File: src/rtl/pic_pkg.sv
// Shared constants, FSM state type and priority-table helpers for the PIC
// interrupt sequencer.
package pic_pkg;

  localparam int unsigned NUM_IR      = 8;
  localparam int unsigned ID_W        = 3;
  localparam int unsigned SPURIOUS_ID = 7;

  typedef enum logic [1:0] {
    ST_IDLE,
    ST_WAIT_ACK1,
    ST_WAIT_ACK2
  } pic_state_e;

  // Entry i holds the 3-bit priority of IR i; larger value = higher priority.
  typedef logic [NUM_IR-1:0][ID_W-1:0] prio_tbl_t;

  function automatic prio_tbl_t reset_prio();
    prio_tbl_t r;
    for (int unsigned i = 0; i < NUM_IR; i++) begin
      r[i] = ID_W'(NUM_IR - 1 - i);
    end
    return r;
  endfunction

  // Rotate so that level lvl becomes priority 0; 3-bit subtraction wraps mod 8.
  function automatic prio_tbl_t rotate_prio(input prio_tbl_t tbl, input logic [ID_W-1:0] lvl);
    prio_tbl_t r;
    for (int unsigned j = 0; j < NUM_IR; j++) begin
      r[j] = tbl[j] - tbl[lvl];
    end
    return r;
  endfunction

  function automatic logic [NUM_IR-1:0] id_to_mask(input logic [ID_W-1:0] id);
    logic [NUM_IR-1:0] m;
    m     = '0;
    m[id] = 1'b1;
    return m;
  endfunction

endpackage

File: src/rtl/pic_prio_select.sv
// Combinational selector: returns the set bit of i_vec whose entry in the
// priority table is largest, along with that priority.
module pic_prio_select
  import pic_pkg::*;
(
  input  logic [NUM_IR-1:0] i_vec,
  input  prio_tbl_t         i_prio,
  output logic              o_found_c,
  output logic [ID_W-1:0]   o_id_c,
  output logic [ID_W-1:0]   o_prio_c
);

  logic            w_found;
  logic [ID_W-1:0] w_id;
  logic [ID_W-1:0] w_prio;

  always_comb begin
    w_found = 1'b0;
    w_id    = '0;
    w_prio  = '0;
    for (int unsigned i = 0; i < NUM_IR; i++) begin
      if (i_vec[i] && (!w_found || (i_prio[i] > w_prio))) begin
        w_found = 1'b1;
        w_id    = ID_W'(i);
        w_prio  = i_prio[i];
      end
    end
  end

  assign o_found_c = w_found;
  assign o_id_c    = w_id;
  assign o_prio_c  = w_prio;

endmodule

File: src/rtl/pic_interrupt_sequencer.sv
// 8259-style sequencing core: nested-priority INT generation, two-pulse INTA
// acknowledge, ISR maintenance, EOI handling and priority rotation.
module pic_interrupt_sequencer
  import pic_pkg::*;
(
  input  logic              clk,
  input  logic              reset,
  input  logic [NUM_IR-1:0] irr,
  input  logic [NUM_IR-1:0] imr,
  input  logic              inta,
  input  logic              eoi_valid,
  input  logic              eoi_specific,
  input  logic [ID_W-1:0]   eoi_level,
  input  logic              eoi_rotate,
  input  logic              set_prio,
  input  logic              auto_eoi,
  output logic              int_req,
  output logic [NUM_IR-1:0] isr,
  output logic [NUM_IR-1:0] irr_clear,
  output logic              vector_valid,
  output logic [ID_W-1:0]   vector_id,
  output logic              spurious,
  output logic [NUM_IR-1:0] prio_p1,
  output logic [NUM_IR-1:0] prio_p2,
  output logic [NUM_IR-1:0] prio_p3
);

  pic_state_e        r_state, w_state_nxt;
  prio_tbl_t         r_prio, w_prio_nxt;
  logic [NUM_IR-1:0] r_isr, w_isr_nxt;
  logic [NUM_IR-1:0] r_irr_clear, w_irr_clear_nxt;
  logic              r_int_req, w_int_req_nxt;
  logic              r_vector_valid, w_vector_valid_nxt;
  logic [ID_W-1:0]   r_vector_id, w_vector_id_nxt;
  logic              r_spurious, w_spurious_nxt;
  logic [ID_W-1:0]   r_ack_id, w_ack_id_nxt;
  logic              r_spur_lat, w_spur_lat_nxt;

  logic [NUM_IR-1:0] w_pend;
  logic              w_win_found, w_isr_found, w_win_ok;
  logic [ID_W-1:0]   w_win_id, w_win_prio, w_isr_id, w_isr_prio;
  logic [NUM_IR-1:0] w_eoi_clr, w_auto_clr, w_isr_set;
  logic [ID_W-1:0]   w_eoi_lvl;

  assign w_pend = irr & ~imr;

  pic_prio_select u_sel_irr (
    .i_vec     (w_pend),
    .i_prio    (r_prio),
    .o_found_c (w_win_found),
    .o_id_c    (w_win_id),
    .o_prio_c  (w_win_prio)
  );

  pic_prio_select u_sel_isr (
    .i_vec     (r_isr),
    .i_prio    (r_prio),
    .o_found_c (w_isr_found),
    .o_id_c    (w_isr_id),
    .o_prio_c  (w_isr_prio)
  );

  // An empty ISR behaves as priority -1, so any winner passes the nested gate.
  assign w_win_ok = w_win_found && (!w_isr_found || (w_win_prio > w_isr_prio));

  // EOI clear mask and the level it hits, evaluated on the pre-update ISR.
  always_comb begin
    w_eoi_clr = '0;
    w_eoi_lvl = eoi_level;
    if (eoi_valid) begin
      if (eoi_specific) begin
        w_eoi_clr = r_isr & id_to_mask(eoi_level);
      end else if (w_isr_found) begin
        w_eoi_clr = id_to_mask(w_isr_id);
        w_eoi_lvl = w_isr_id;
      end
    end
  end

  always_comb begin
    w_state_nxt        = r_state;
    w_int_req_nxt      = 1'b0;
    w_irr_clear_nxt    = '0;
    w_vector_valid_nxt = 1'b0;
    w_vector_id_nxt    = r_vector_id;
    w_spurious_nxt     = r_spurious;
    w_ack_id_nxt       = r_ack_id;
    w_spur_lat_nxt     = r_spur_lat;
    w_isr_set          = '0;
    w_auto_clr         = '0;
    case (r_state)
      ST_IDLE: begin
        if (w_win_ok) begin
          w_state_nxt   = ST_WAIT_ACK1;
          w_int_req_nxt = 1'b1;
        end
      end
      ST_WAIT_ACK1: begin
        w_int_req_nxt = 1'b1;
        if (inta) begin
          w_int_req_nxt = 1'b0;
          w_state_nxt   = ST_WAIT_ACK2;
          if (w_win_ok) begin
            w_ack_id_nxt    = w_win_id;
            w_isr_set       = id_to_mask(w_win_id);
            w_irr_clear_nxt = id_to_mask(w_win_id);
            w_spur_lat_nxt  = 1'b0;
          end else begin
            w_ack_id_nxt   = ID_W'(SPURIOUS_ID);
            w_spur_lat_nxt = 1'b1;
          end
        end
      end
      ST_WAIT_ACK2: begin
        if (inta) begin
          w_vector_valid_nxt = 1'b1;
          w_vector_id_nxt    = r_ack_id;
          w_spurious_nxt     = r_spur_lat;
          if (auto_eoi && !r_spur_lat) begin
            w_auto_clr = id_to_mask(r_ack_id);
          end
          w_state_nxt = ST_IDLE;
        end
      end
      default: w_state_nxt = ST_IDLE;
    endcase
  end

  // Set beats clear on the same bit; an EOI-induced rotation overrides set_prio.
  always_comb begin
    w_isr_nxt  = (r_isr & ~(w_eoi_clr | w_auto_clr)) | w_isr_set;
    w_prio_nxt = r_prio;
    if (eoi_rotate && (|w_eoi_clr)) begin
      w_prio_nxt = rotate_prio(r_prio, w_eoi_lvl);
    end else if (set_prio) begin
      w_prio_nxt = rotate_prio(r_prio, eoi_level);
    end
  end

  always_ff @(posedge clk or posedge reset) begin
    if (reset) begin
      r_state        <= ST_IDLE;
      r_prio         <= reset_prio();
      r_isr          <= '0;
      r_irr_clear    <= '0;
      r_int_req      <= 1'b0;
      r_vector_valid <= 1'b0;
      r_vector_id    <= '0;
      r_spurious     <= 1'b0;
      r_ack_id       <= '0;
      r_spur_lat     <= 1'b0;
    end else begin
      r_state        <= w_state_nxt;
      r_prio         <= w_prio_nxt;
      r_isr          <= w_isr_nxt;
      r_irr_clear    <= w_irr_clear_nxt;
      r_int_req      <= w_int_req_nxt;
      r_vector_valid <= w_vector_valid_nxt;
      r_vector_id    <= w_vector_id_nxt;
      r_spurious     <= w_spurious_nxt;
      r_ack_id       <= w_ack_id_nxt;
      r_spur_lat     <= w_spur_lat_nxt;
    end
  end

  assign int_req      = r_int_req;
  assign isr          = r_isr;
  assign irr_clear    = r_irr_clear;
  assign vector_valid = r_vector_valid;
  assign vector_id    = r_vector_id;
  assign spurious     = r_spurious;

  for (genvar g = 0; g < NUM_IR; g++) begin : g_planes
    assign prio_p1[g] = r_prio[g][2];
    assign prio_p2[g] = r_prio[g][1];
    assign prio_p3[g] = r_prio[g][0];
  end

endmodule

File: config.mk
export PLATFORM = sky130hd
export DESIGN_NAME = pic_interrupt_sequencer
export DESIGN_NICKNAME = d
export VERILOG_FILES = /design/src/rtl/pic_pkg.sv /design/src/rtl/pic_prio_select.sv /design/src/rtl/pic_interrupt_sequencer.sv
export SDC_FILE = /design/constraint.sdc
export NUM_CORES = 1
export LEC_CHECK = 0
export BUFFER_PORTS_ARGS = -buffer_cell sky130_fd_sc_hd__buf_2
export CAP_MARGIN = 40
export CORE_MARGIN = 2
export CORE_UTILIZATION = 40
export CTS_CLUSTER_DIAMETER = 40
export DETAILED_ROUTE_END_ITERATION = 10
export SLEW_MARGIN = 10
export SYNTH_ARGS = -nofsm -noshare
export SYNTH_HDL_FRONTEND = slang
export SYNTH_SLANG_ARGS = --single-unit
File: constraint.sdc
create_clock -name clk -period 30.8 [get_ports clk]
set_input_delay 6.16 -clock clk [delete_from_list [all_inputs] [get_ports clk]]
set_output_delay 6.16 -clock clk [all_outputs]
set_load 0.01 [all_outputs]
==> results of run 1 <==
-- metrics by stage --
| stage | setup slack, ns | hold WS [ns] | instances |
|---|---|---|---|
| after floorplan | 14.22 | 0.463 | 704 |
| after global placement | 13.02 | 0.456 | 932 |
| after detailed placement | 12.46 | 0.459 | 933 |
| after CTS | 12.70 | 0.476 | 941 |
| after global routing | 11.56 | 0.493 | 941 |
| final | 12.62 | 0.472 | 941 |
-- cell type report --
class                           count  area, sq um  area share, %
Clock inverter                      3         42.5          0.652
Timing Repair Buffer               76          394           6.04
Inverter                           46          173           2.64
Clock buffer                        5          125           1.92
Multi-Input combinational cell    575         4250           65.1
Sequential cell                    52         1320           20.2
Tap cell                          184          230           3.53
-- state kept, by name, summed over array words and instances, names as in the netlist, 2 cells and up --
register,count
r_state,2
prio_p2,8
vector_id,3
isr,8
irr_clear,8
prio_p1,8
prio_p3,8
r_ack_id,3
-- cells in the final DEF (no fill, tap or decap), types with 11 or more instances in the layout --
master      n
nand4_1    11
nand2_1    73
ha_1       52
nand3_1    32
dfrtp_1    40
o2111ai_1  12
dfstp_2    12
and2_1     16
mux2i_1    33
o211ai_1   23
o21ai_0    16
nor2b_1    29
inv_1      45
mux2_2     16
buf_2      72
a21oi_1    18
nor2_1     56
-- critical path: cells and delay by family --
kind	cells	cell delay [ns]
AND/OR/NAND/NOR	18	3.33
AO/OA/AOI/OAI	27	5.24
multiplexers	4	1.13
adder cells (fa/ha/maj)	8	2.33
buffers and inverters	3	0.24
-- metal layers --
layer | vias up | share of wire (%) | global-route usage (%)
li1 | 2727 | - | -
met1 | 2809 | 43 | 30.4
met2 | 221 | 47 | 38.7
met3 | 33 | 6.6 | 3.25
met4 | 0 | 3.2 | 9.15
met5 | - | 0 | 0
-- cell families (layout without fill, tap and decap cells) --
logic type      after synthesis  after routing  synth area share, %
buf+inv                      77            130                 5.40
compound gates              169            169                 21.5
fa+ha+maj                    61             61                 14.0
simple gates                283            283                 24.7
mux                          62             62                 12.1
flops                        52             52                 22.4
-- how the worst max path moves through the flow --
stage	endpoint	slack (ns)	cells after the start
after floorplan	isr[1]$_DFF_PP0_	14.22	60
after global placement	isr[1]$_DFF_PP0_	13.02	60
after detailed placement	isr[1]$_DFF_PP0_	12.46	60
after CTS	isr[1]$_DFF_PP0_	12.70	60
after global routing	isr[1]$_DFF_PP0_	11.56	60
final	isr[1]$_DFF_PP0_	12.62	60
==> summary.md, run 1 <==
| Metric | Value |
|---|---|
| Vias in the first global route | `5711` |
| Post-CTS Setup Bufs | `0` |
| # hold bufs at CTS | `0` |
| Top cells by area, synth | `dfrtp_1 17%, ha_1 11%, mux2i_1 5.6%, dfstp_2 5.4%, nand2_1 4.7%` |
| Seq/Total Area, Yosys | `22.4%` |
| H-Tree Depth | `2` |
| Slew Limit Headroom | `42.1%` |
| Yosys cell types | `77` |
| Die footprint | `15700 sq um` |
| WL final | `18300 um` |
| Clk sinks | `52` |
| Drt drc | `0` |
| Vias | `5790` |
| CP Launch Point | `irr[0]` |
| Nets | `843` |
| HPWL after DPL | `13900 um` |
| Max Clk Rate | `55.0 MHz` |
| Required @ worst endpoint | `31.04 ns` |
| Startpoint type of the worst setup path | `primary input` |
| Post-synthesis register bit count | `52` |
| Worst hold path cell count | `2` |
| Reg-to-Reg End | `prio_p1[0]$_DFFE_PP1P_` |
| Period utilization | `59.0%` |
| Placed cell area | `6360 sq um` |
| Final ANT Viol Nets | `0` |
| Pins over their slew limit | `0` |
| Area delta synth->final | `11.0%` |
| Clock Latency Late Sink | `0.31 ns` |
| Worst-margin pin slew | `0.845 ns` |
| Post-synth top area share | `17.0%` |
| GPL Wtd Cong | `0.922` |
| Min-delay src | `spurious$_DFFE_PP0P_` |
| Starting Density | `40.8%` |
| GR Util All Layers | `23.2%` |
| Antenna cells | `0` |
| HP Class | `reg -> reg` |
| DR WL/cell | `19.4 um` |
| TritonCTS clock tree | `yes` |
| R2R cell count | `53` |
| Clock buffer count from CTS | `5` |
| EDFF count, synth | `0` |
| Largest stage delay on the critical path | `0.47 ns` |
| Setup crit end kind | `flip-flop` |
| Mapped Nets | `791` |
| Worst-path clk slew | `0.07 ns` |
| First drt pass iteration count | `5` |
| Die height | `125 um` |
| Leading area contributor after synthesis | `dfrtp_1` |
| Iter 0 DRT Violations | `381` |
| Syn Inst Count | `704` |
| Global-route wire length before repair | `29500 um` |
| Most frequent cells after synthesis | `73 x nand2_1, 56 x nor2_1, 52 x ha_1, 46 x inv_1, 40 x dfrtp_1` |
| Total negative setup slack | `0 ns` |
| Slowest-stage cell, CP | `o21ai_1` |
| Root Buffer | `clkbuf_16` |
| RSZ-0062 raised after global routing | `no` |
| Post-DR vias/cell | `6.15` |
| Fin crit period | `18.18 ns` |
| Max-capacitance violation count | `0` |
| Most common cell in the netlist | `nand2_1` |
| Row count | `44` |
| Pin count of the biggest net entering global routing | `53` |
| YS warnings | `0` |
| Total global routing overflow | `0` |
| # setup viols final | `0` |
| Ys async rst share | `100%` |
| Io pins | `73` |
| R2R Setup Slk | `15.71 ns` |
| Final Hold Vio Count | `0` |
| Maximum clock insertion buffer count | `2` |
| Post-Layout Inst Area | `6530 sq um` |
| CP Max Fanout | `8` |
| Fillers | `1441` |
| Core Box Area | `14400 sq um` |
| Worst r2r src | `prio_p1[0]$_DFFE_PP1P_` |
| CP arrival | `18.42 ns` |
| Synth Cell Area | `5880 sq um` |
| Hold Path End | `spurious$_DFFE_PP0P_` |
| Avg Inst Size Synth | `8.35 sq um` |
| Status | `finished clean` |
| Chip width | `125 um` |
| CTS resizes | `0` |
| Core Util, Final | `45.3%` |
| Top FF cell, synth | `dfrtp_1` |
| Kind of critical path | `in -> reg` |
| Initial antenna violation count | `0` |
| Layout cells sized above 1 | `18.0%` |
| Clock skew | `0.00602 ns` |
| Port bufs | `72` |
Power of run 1 is left out: the tool's default activity adds up to more than one toggle a clock period on the data nets, which glitch-free logic cannot reach.
==> run 2, diff against run 1 <==
- clock period: 30.8 -> 17.16 ns (I/O delays scaled with it)
==> run 2 against run 1 <==
Compared with the run above:
- register-to-register slack got worse by 14 ns
- global-route usage about the same
- highest routed layer unchanged
- via count about the same
- setup slack got worse by 11 ns
- non-clock buffer count unchanged
- count of clock-buffer cells in the layout unchanged
- first-iteration DRC count increased by 15%
==> summary.md, run 2 (synthesis gave the netlist of run 1 again) <==
| Metric | Value |
|---|---|
| Most frequent cells in the layout | `73 x nand2_1, 72 x buf_2, 56 x nor2_1` |
| HP Class | `reg -> reg` |
| GR Util met3 | `3.34% (+0.086 points)` |
| R2R cell count | `53 (unchanged)` |
| Global-route wire length before repair | `29400 um (-0.21%)` |
| Pins over their slew limit | `0 (unchanged)` |
| CP arrival | `15.71 ns (-2.71 ns)` |
| TritonCTS clock tree | `yes` |
| Worst r2r src | `prio_p1[0]$_DFFE_PP1P_` |
| Slowest-stage cell, CP | `o21ai_1` |
| Total negative setup slack | `0 ns (unchanged)` |
| Commonest non-fill, non-tap cell in the layout | `nand2_1` |
| DR WL/cell | `19.6 um (+0.80%)` |
| Layout cells sized above 1 | `18.0% (unchanged)` |
| Clock Latency Late Sink | `0.31 ns (about the same)` |
| Core Box Area | `14400 sq um (unchanged)` |
| GR Util All Layers | `23.2% (about the same)` |
| Worst Path Buf+Inv | `3 (unchanged)` |
| Port bufs | `72 (unchanged)` |
| First drt pass iteration count | `7 (+2)` |
| Most Used Layer, Global Route | `met2` |
| Io pins | `73 (unchanged)` |
| Fillers | `1449 (+0.56%)` |
| Chip width | `125 um (unchanged)` |
| Setup crit end kind | `flip-flop` |
| Nets | `843 (unchanged)` |
| Row count | `44 (unchanged)` |
| CP Max Fanout | `8 (unchanged)` |
| Max Clk Rate | `64.7 MHz` |
| Largest stage delay on the critical path | `0.48 ns (about the same)` |
| Worst-path clk slew | `0.07 ns (about the same)` |
| Starting Density | `40.8% (unchanged)` |
| R2R Setup Slk | `2.04 ns (-13.67 ns)` |
| Vias in the first global route | `5621 (-1.6%)` |
| Worst hold path cell count | `2 (unchanged)` |
| # hold bufs at CTS | `0 (unchanged)` |
| GR Util met2 | `40.3% (+1.6 points)` |
| RSZ-0062 raised after global routing | `no` |
| Final ANT Viol Nets | `0 (unchanged)` |
| Pin count of the biggest net entering global routing | `53 (unchanged)` |
| Die footprint | `15700 sq um (unchanged)` |
| Initial antenna violation count | `0 (unchanged)` |
| Clock skew | `0.00615 ns (+0.000134 ns)` |
| Area delta synth->final | `11.0% (unchanged)` |
| Crit path max-delay family | `compound AO/OA/AOI/OAI gates` |
| Kind of critical path | `in -> reg` |
| GPL Wtd Cong | `0.922 (about the same)` |
| Root Buffer | `clkbuf_16` |
| Vias | `5787 (-0.052%)` |
| Drt drc | `0 (unchanged)` |
| HPWL after DPL | `14000 um (+0.48%)` |
| Maximum clock insertion buffer count | `2 (unchanged)` |
| Final Hold Vio Count | `0 (unchanged)` |
| Antenna cells | `0 (unchanged)` |
| Min-delay src | `spurious$_DFFE_PP0P_` |
| Core Util, Final | `45.3% (unchanged)` |
| # setup viols final | `0 (unchanged)` |
| Worst-margin pin slew | `0.839 ns (-0.00634 ns)` |
| Startpoint type of the worst setup path | `primary input` |
| Clock buffer count from CTS | `5 (unchanged)` |
| Post-DR vias/cell | `6.15 (about the same)` |
| Clk sinks | `52 (unchanged)` |
| Hold Path End | `spurious$_DFFE_PP0P_` |
| H-Tree Depth | `2 (unchanged)` |
| CTS resizes | `0 (unchanged)` |
| Period utilization | `90.1%` |
| Max-capacitance violation count | `0 (unchanged)` |
| Slew Limit Headroom | `42.5% (+0.43 points)` |
| Fin crit period | `15.46 ns` |
| Required @ worst endpoint | `17.41 ns (-13.63 ns)` |
| Die height | `125 um (unchanged)` |
| Register area | `1320 sq um (unchanged)` |
| Status | `finished clean` |
| Total global routing overflow | `0 (unchanged)` |
| Placed cell area | `6360 sq um (unchanged)` |
| Iter 0 DRT Violations | `439 (+15%)` |
| Post-CTS Setup Bufs | `0 (unchanged)` |
| Post-Layout Inst Area | `6530 sq um (unchanged)` |
| M1 GR Usage | `30.1% (-0.23 points)` |
| Reg-to-Reg End | `prio_p1[0]$_DFFE_PP1P_` |
| WL final | `18400 um (+0.80%)` |
| Area occupied by multi-input gates | `4250 sq um (unchanged)` |
run 2: cell counts in the layout (fill, tap and decap cells not counted):
No cell type changed its count.
run 2: how the worst max path moves through the flow:
stage,from,end,depth (start not counted)
final,irr[0],isr[1]$_DFF_PP0_,60
after global routing,irr[0],isr[1]$_DFF_PP0_,60
after CTS,irr[0],isr[1]$_DFF_PP0_,60
after detailed placement,irr[0],isr[1]$_DFF_PP0_,60
after global placement,irr[0],isr[1]$_DFF_PP0_,60
after floorplan,irr[0],isr[1]$_DFF_PP0_,60
run 2: area by class of cell:
type	count	area share [%]
Multi-Input combinational cell	575	65.1
Sequential cell	52	20.2
Timing Repair Buffer	76	6.04
Tap cell	184	3.53
Inverter	46	2.64
Clock buffer	5	1.92
Clock inverter	3	0.652
run 2: routing by layer:
layer / share of wire [%] / up-vias / wire [um]
met4: 1.7 / 0 / 322
met3: 6.7 / 17 / 1230
met2: 49 / 231 / 8990
met5: 0 / - / 0
met1: 43 / 2816 / 7910
li1: - / 2723 / -
run 2: tightest hold or removal path: cells and delay by family, from the launching register on:
family	cells	cell delay (ns)
and+or+nand+nor	2	0.10
DFF	1	0.34
run 2: stage by stage:
stage | std cells | hold slack (ns) | worst slack [ns]
after global placement | 932 | 0.456 | 2.11
after global routing | 941 | 0.493 | 0.656
after floorplan | 704 | 0.463 | 3.31
final | 941 | 0.472 | 1.70
after CTS | 941 | 0.479 | 1.84
after detailed placement | 933 | 0.462 | 1.59
Power of run 2 is left out for the same reason.
